<file path="src/rtl/mem_access_pkg.sv">
// Shared MEM-stage encodings: control and write-back field positions, access
// sizes, FSM states, and the alignment / byte-lane helpers.
package mem_access_pkg;

  localparam int MC_RE      = 4;
  localparam int MC_WE      = 3;
  localparam int MC_UNS     = 2;
  localparam int MC_SIZE_LO = 0;

  localparam logic [1:0] SIZE_BYTE = 2'b00;
  localparam logic [1:0] SIZE_HALF = 2'b01;
  localparam logic [1:0] SIZE_WORD = 2'b10;

  // Write-back control layout: {reg_dest, reg_we, data_sel[1:0]}
  localparam int WB_DEST_LO = 3;
  localparam int WB_REG_WE  = 2;
  localparam int WB_SEL_LO  = 0;

  typedef enum logic {
    ST_IDLE = 1'b0,
    ST_WAIT = 1'b1
  } state_t;

  function automatic logic is_misaligned(input logic [1:0] size, input logic [1:0] addr_lo);
    case (size)
      SIZE_BYTE: is_misaligned = 1'b0;
      SIZE_HALF: is_misaligned = addr_lo[0];
      default:   is_misaligned = (addr_lo != 2'b00);
    endcase
  endfunction

  function automatic logic [3:0] lane_be(input logic [1:0] size, input logic [1:0] addr_lo);
    case (size)
      SIZE_BYTE: lane_be = 4'b0001 << addr_lo;
      SIZE_HALF: lane_be = 4'b0011 << addr_lo;
      default:   lane_be = 4'b1111;
    endcase
  endfunction

endpackage

</file>
<file path="src/rtl/mem_access_load_extender.sv">
// Picks the addressed byte/half out of a little-endian read word and
// sign- or zero-extends it; words pass through untouched.
module load_extender
  import mem_access_pkg::*;
#(
  parameter int NB_REG = 32
) (
  input  logic [NB_REG-1:0] i_rdata,
  input  logic [1:0]        i_addr_lo,
  input  logic [1:0]        i_size,
  input  logic              i_unsigned,
  output logic [NB_REG-1:0] o_result
);

  logic [7:0]  w_byte;
  logic [15:0] w_half;

  always_comb begin
    case (i_addr_lo)
      2'd0:    w_byte = i_rdata[7:0];
      2'd1:    w_byte = i_rdata[15:8];
      2'd2:    w_byte = i_rdata[23:16];
      default: w_byte = i_rdata[31:24];
    endcase
    w_half = i_addr_lo[1] ? i_rdata[31:16] : i_rdata[15:0];

    case (i_size)
      SIZE_BYTE: o_result = {{(NB_REG-8){~i_unsigned & w_byte[7]}}, w_byte};
      SIZE_HALF: o_result = {{(NB_REG-16){~i_unsigned & w_half[15]}}, w_half};
      SIZE_WORD: o_result = i_rdata;
      default:   o_result = i_rdata;
    endcase
  end

endmodule

</file>
<file path="src/rtl/mem_access.sv">
// MEM pipeline stage: issues one data-memory request at a time, stalls the
// upstream stage until ack, and loads the MEM/WB register.
module mem_access
  import mem_access_pkg::*;
#(
  parameter int NB_REG      = 32,
  parameter int NB_REG_ADDR = 5,
  parameter int NB_WB       = 8,
  parameter int NB_MEM_CTRL = 5
) (
  input  logic                   i_clock,
  input  logic                   i_reset,
  input  logic                   i_valid,
  input  logic [NB_REG-1:0]      i_alu_result,
  input  logic [NB_REG-1:0]      i_store_data,
  input  logic [NB_MEM_CTRL-1:0] i_mem_ctrl,
  input  logic [NB_WB-1:0]       i_wb,
  input  logic [NB_REG-1:0]      i_pc,
  output logic                   o_stall,
  output logic                   o_dmem_req,
  output logic                   o_dmem_we,
  output logic [NB_REG-1:0]      o_dmem_addr,
  output logic [NB_REG-1:0]      o_dmem_wdata,
  output logic [3:0]             o_dmem_be,
  input  logic [NB_REG-1:0]      i_dmem_rdata,
  input  logic                   i_dmem_ack,
  output logic [NB_REG-1:0]      o_reg_wb,
  output logic [NB_REG-1:0]      o_ext_mem_o,
  output logic [NB_WB-1:0]       o_wb,
  output logic [NB_REG-1:0]      o_pc,
  output logic                   o_misaligned
);

  state_t              r_state;
  state_t              w_state_next;
  logic                r_dmem_req, r_dmem_we, r_misaligned, r_uns;
  logic [NB_REG-1:0]   r_dmem_addr, r_dmem_wdata, r_addr, r_pc_lat;
  logic [3:0]          r_dmem_be;
  logic [1:0]          r_size;
  logic [NB_WB-1:0]    r_wb_lat, r_wb;
  logic [NB_REG-1:0]   r_reg_wb, r_ext_mem, r_pc;

  logic [1:0]          w_size;
  logic                w_mem_op, w_is_store, w_misaligned;
  logic                w_alu_pass, w_reject, w_accept, w_complete;
  logic [NB_REG-1:0]   w_wdata, w_load_ext;
  logic [NB_WB-1:0]    w_wb_noreg;

  assign w_size       = i_mem_ctrl[MC_SIZE_LO +: 2];
  assign w_is_store   = i_mem_ctrl[MC_WE];  // re+we together is a store
  assign w_mem_op     = i_mem_ctrl[MC_RE] | i_mem_ctrl[MC_WE];
  assign w_misaligned = is_misaligned(w_size, i_alu_result[1:0]);
  assign w_wb_noreg   = {i_wb[WB_DEST_LO +: NB_REG_ADDR], 1'b0, i_wb[WB_SEL_LO +: WB_REG_WE]};

  always_comb begin
    case (w_size)
      SIZE_BYTE: w_wdata = {4{i_store_data[7:0]}};
      SIZE_HALF: w_wdata = {2{i_store_data[15:0]}};
      default:   w_wdata = i_store_data;
    endcase
  end

  load_extender #(.NB_REG(NB_REG)) u_load_extender (
    .i_rdata    (i_dmem_rdata),
    .i_addr_lo  (r_addr[1:0]),
    .i_size     (r_size),
    .i_unsigned (r_uns),
    .o_result   (w_load_ext)
  );

  always_ff @(posedge i_clock or negedge i_reset) begin
    if (!i_reset) r_state <= ST_IDLE;
    else          r_state <= w_state_next;
  end

  always_comb begin
    w_state_next = r_state;
    w_alu_pass   = 1'b0;
    w_reject     = 1'b0;
    w_accept     = 1'b0;
    w_complete   = 1'b0;
    case (r_state)
      ST_IDLE: begin
        if (i_valid) begin
          if (!w_mem_op) begin
            w_alu_pass = 1'b1;
          end else if (w_misaligned) begin
            w_reject = 1'b1;
          end else begin
            w_accept     = 1'b1;
            w_state_next = ST_WAIT;
          end
        end
      end
      ST_WAIT: begin
        if (i_dmem_ack) begin
          w_complete   = 1'b1;
          w_state_next = ST_IDLE;
        end
      end
      default: w_state_next = ST_IDLE;
    endcase
  end

  // Request side holds its values for the whole WAIT; MEM/WB defaults to a bubble.
  always_ff @(posedge i_clock or negedge i_reset) begin
    if (!i_reset) begin
      r_dmem_req   <= 1'b0;
      r_dmem_we    <= 1'b0;
      r_dmem_addr  <= '0;
      r_dmem_wdata <= '0;
      r_dmem_be    <= '0;
      r_addr       <= '0;
      r_size       <= '0;
      r_uns        <= 1'b0;
      r_wb_lat     <= '0;
      r_pc_lat     <= '0;
      r_reg_wb     <= '0;
      r_ext_mem    <= '0;
      r_wb         <= '0;
      r_pc         <= '0;
      r_misaligned <= 1'b0;
    end else begin
      r_wb         <= '0;
      r_misaligned <= w_reject;
      if (w_alu_pass) begin
        r_reg_wb  <= i_alu_result;
        r_ext_mem <= '0;
        r_wb      <= i_wb;
        r_pc      <= i_pc;
      end
      if (w_reject) begin
        r_wb <= w_wb_noreg;
      end
      if (w_accept) begin
        r_dmem_req   <= 1'b1;
        r_dmem_we    <= w_is_store;
        r_dmem_addr  <= {i_alu_result[NB_REG-1:2], 2'b00};
        r_dmem_wdata <= w_wdata;
        r_dmem_be    <= lane_be(w_size, i_alu_result[1:0]);
        r_addr       <= i_alu_result;
        r_size       <= w_size;
        r_uns        <= i_mem_ctrl[MC_UNS];
        r_wb_lat     <= i_wb;
        r_pc_lat     <= i_pc;
      end
      if (w_complete) begin
        r_dmem_req <= 1'b0;
        r_dmem_we  <= 1'b0;
        r_reg_wb   <= r_addr;
        r_ext_mem  <= r_dmem_we ? '0 : w_load_ext;
        r_wb       <= r_wb_lat;
        r_pc       <= r_pc_lat;
      end
    end
  end

  assign o_stall      = (r_state == ST_WAIT);
  assign o_dmem_req   = r_dmem_req;
  assign o_dmem_we    = r_dmem_we;
  assign o_dmem_addr  = r_dmem_addr;
  assign o_dmem_wdata = r_dmem_wdata;
  assign o_dmem_be    = r_dmem_be;
  assign o_reg_wb     = r_reg_wb;
  assign o_ext_mem_o  = r_ext_mem;
  assign o_wb         = r_wb;
  assign o_pc         = r_pc;
  assign o_misaligned = r_misaligned;

endmodule

</file>
<file path="config.mk">
export PLATFORM = sky130hd
export DESIGN_NAME = mem_access
export DESIGN_NICKNAME = d
export VERILOG_FILES = /design/src/rtl/mem_access_pkg.sv /design/src/rtl/mem_access_load_extender.sv /design/src/rtl/mem_access.sv
export SDC_FILE = /design/constraint.sdc
export NUM_CORES = 1
export LEC_CHECK = 0
export CORE_UTILIZATION = 42
export CTS_CLUSTER_DIAMETER = 200
export CTS_CLUSTER_SIZE = 14
export DETAILED_ROUTE_END_ITERATION = 8
export GPL_TIMING_DRIVEN = 1
export PLACE_DENSITY = 0.77
export SLEW_MARGIN = 5
export SYNTH_ARGS = -nofsm -noshare
export SYNTH_HDL_FRONTEND = slang
export SYNTH_SLANG_ARGS = --single-unit
export TNS_END_PERCENT = 100
</file>
<file path="constraint.sdc">
create_clock -name i_clock -period 1.7 [get_ports i_clock]
set_clock_uncertainty 0.05 [all_clocks]
set_input_delay 0.255 -clock i_clock [delete_from_list [all_inputs] [get_ports i_clock]]
set_output_delay 0.255 -clock i_clock [all_outputs]
set_load 0.01 [all_outputs]
</file>
==> summary.txt <==
Core Region: 23400 sq um
Nets: 1479
Reg2reg path depth: 5
WP data arrival: 1.98 ns
CTS buffer count: 19
Fin Setup TNS: 0 ns
Power per cell area: 1150 nW/um^2
CP max FO: 16
Logic gate share of total power: 33.3%
1st-pass router iterations: 7
Dpl cells: 1628
DRC errors left: 0
CP peak stage delay: 0.45 ns
Filler cells: 1981
CP required: 2.01 ns
Outcome: completed
Flops & latches, synth: 219
Clk sink count: 219
Final Slew Violations: 0
Reg2reg start: r_addr[0]$_DFFE_PN0P_
Area share of the largest cell type after synthesis: 55.0%
Vias: 8559
IO Count: 321
Ant. Diodes: 0
Largest net degree at the start of global routing: 60
Post-Route WL: 28.6 mm
Row Count: 56
Peak supply drop: 0.574 mV
CTS Root Cell: clkbuf_16
Async SR Flop Fraction: 100%
CP Class: reg -> reg
Unique masters post-synth: 47
Post-synth EDFFs: 0
Critical Path Start Type: flop
Commonest non-fill, non-tap cells in the layout: nand2_1, dfrtp_1, clkdlybuf4s50_1
CP delay by family, top: compound AO/OA/AOI/OAI gates
Total power: 0.0168 W
First-pass GRT wire length: 44.9 mm
Placer congestion estimate: 0.848
Slowest CP cell: dfrtp_2
Final hold vios: 0
RSZ-0062 raised after global routing: true
Vias in the first global route: 8360
Port Buffer Count: 318
Top_reg_cell synth: dfrtp_1
DR WL/cell: 17.3 um
Initial Utilization: 42.6%
Mean post-synth cell area: 10.0 sq um
Die ar.: 24300 sq um
Switching Fraction: 31.6%
P_sw: 0.00531 W
CP bufs+invs: 1
Internal: 0.0115 W
Clk pin slew, worst setup/hold paths: 0.06 ns
Post-Syn Area: 9970 sq um
Final period utilization: 98.0%
Crit-path cells: mux2_4 -> a22oi_4 -> a21oi_4 -> buf_12 -> a221o_1
Cells after synthesis: 992
Clk_lat worst skew: 0.48 ns
Share of cells above drive strength 1: 11.2%
Register area share after synthesis: 55.0%
Clock Power Share: 22.6%
Crit path time final: 1.67 ns
Slew margin rel.: 64.1%
Leakage power: 7.55 nW
CTS tree: built
Die W: 156 um
Antenna violations before repair: 0
Flop2flop setup slack: 0.03 ns
CP Capture Type: flop
Commonest non-fill, non-tap cell in the layout: nand2_1
Antenna viol nets, final: 0
Worst min path class: in -> async
Max-cap violations: 0
Largest cells by area after synthesis: dfrtp_1, nand2_1, mux2i_1, o21ai_0, a221o_1
Sequential power share: 44.1%
Yosys warns: 0
Endpoints failing setup: 0
Worst slew pin tran: 0.539 ns
CTS max path bufs: 3
DP Wirelength: 20.7 mm
Routed vias/inst: 5.18
H-tree lvl count: 1
Dominant cell type by area after synthesis: dfrtp_1
Area delta synth->final: 46.1%
Final core utilization: 62.2%
Max Fclk: 600 MHz
Final std cells w/o fill: 1652
Die height: 156 um
Initial detailed-routing violation count: 561
GRT overflow: 0
Crit Reg-Reg Endpoint: o_ext_mem_o[17]$_DFFE_PN0P_
All-Layer GR Usage: 23.3%
worst register-to-register path, delay by kind of cell (launching register included):
family / cells / cell delay [ns]
flops: 1 / 0.45
buf+inv: 1 / 0.15
compound gates: 3 / 0.57
mux: 1 / 0.32
area by class of cell:
cell class | count | area [sq um] | area share (%)
Sequential cell | 219 | 5490 | 37.7
Timing Repair Buffer | 419 | 4240 | 29.1
Multi-Input combinational cell | 671 | 3940 | 27.1
Clock buffer | 19 | 475 | 3.27
Tap cell | 319 | 399 | 2.74
Inverter | 4 | 15.0 | 0.103
Clock inverter | 1 | 7.51 | 0.0516
what timing repair did:
| item | in CTS | in global routing |
|---|---|---|
| cloned | 0 | 1 |
| endpoints found under the setup margin | 207 | 118 |
| buffers inserted | 0 | 3 |
| pin swaps | 0 | 3 |
| endpoints found under the hold margin | 51 | 0 |
| hold buffers | 1 | 0 |
| gates resized for setup | 141 | 63 |
Yosys cell counts (7+ instances only):
cell type  instances
a22o_1            16
nor2b_1            7
mux2i_1           86
a221o_1           33
nand2b_1          20
dfrtp_1          219
mux2_2             9
buf_4             36
a32o_1             7
clkbuf_1          16
nand2_1          330
a21oi_1           12
buf_2             43
and3_1             8
nor3_1            11
o21ai_0           90
flip-flops by register name, indices dropped and copies added, names as in the netlist:
register / count
o_dmem_be: 4
o_dmem_req: 1
o_dmem_wdata: 32
o_dmem_we: 1
o_ext_mem_o: 32
o_misaligned: 1
o_pc: 32
o_reg_wb: 32
o_stall: 1
o_wb: 8
r_addr: 32
r_pc_lat: 32
r_size: 2
r_uns: 1
r_wb_lat: 8
metal layers:
| layer | vias up | routed length (um) | share of wire [%] | global-route usage, % |
|---|---|---|---|---|
| li1 | 4029 | - | - | - |
| met1 | 4155 | 12300 | 43 | 31.1 |
| met2 | 335 | 13700 | 48 | 38.3 |
| met3 | 40 | 2100 | 7.3 | 5.08 |
| met4 | 0 | 556 | 1.9 | 6.12 |
| met5 | - | 0 | 0 | 0 |
power groups by stage:
stage,Clock [W],Sequential (W),Combinational (W)
2_1_floorplan,0,0.00781,0.00233
3_3_place_gp,0,0.00748,0.00607
6_report,0.00379,0.00741,0.00559
3_5_place_dp,0,0.00751,0.00620
5_1_grt,0.00416,0.00758,0.00611
4_1_cts,0.00392,0.00742,0.00563
worst max path at each step:
stage	cells past startpoint	slack [ns]	from	to
floorplan	5	0.02	o_stall$_DFF_PN0_	o_dmem_wdata[27]$_DFFE_PN0P_
detailed placement	7	-0.44	i_valid	r_pc_lat[31]$_DFFE_PN0P_
finish	5	0.03	r_addr[0]$_DFFE_PN0P_	o_ext_mem_o[17]$_DFFE_PN0P_
global route	5	-0.02	r_addr[0]$_DFFE_PN0P_	o_ext_mem_o[25]$_DFFE_PN0P_
CTS	1	0.0003	o_dmem_wdata[12]$_DFFE_PN0P_	o_dmem_wdata[12]
global placement	7	-0.38	i_valid	r_addr[12]$_DFFE_PN0P_
through the flow:
stage / cell area (sq um) / setup WS [ns] / hold WS [ns]
global placement: 14000 / -0.379 / 0.195
global route: 14600 / -0.0217 / 0.249
finish: 14600 / 0.0338 / 0.260
floorplan: 9970 / 0.0176 / -0.0906
detailed placement: 14000 / -0.441 / 0.194
CTS: 14400 / 0.000346 / 0.244
kinds of logic (layout without fill, tap and decap cells):
family                 Yosys count  after routing  share of synthesized area (%)
AO/OA/AOI/OAI                  176            176                           12.4
XOR/XNOR                         1              1                         0.0879
buffers and inverters          103            443                           6.01
flip-flops                     219            219                           55.0
multiplexers                    96             96                           9.81
other                            1              2                         0.0376
AND/OR/NAND/NOR                396            396                           16.7
No activity file was read; power rests on OpenSTA's default activity.
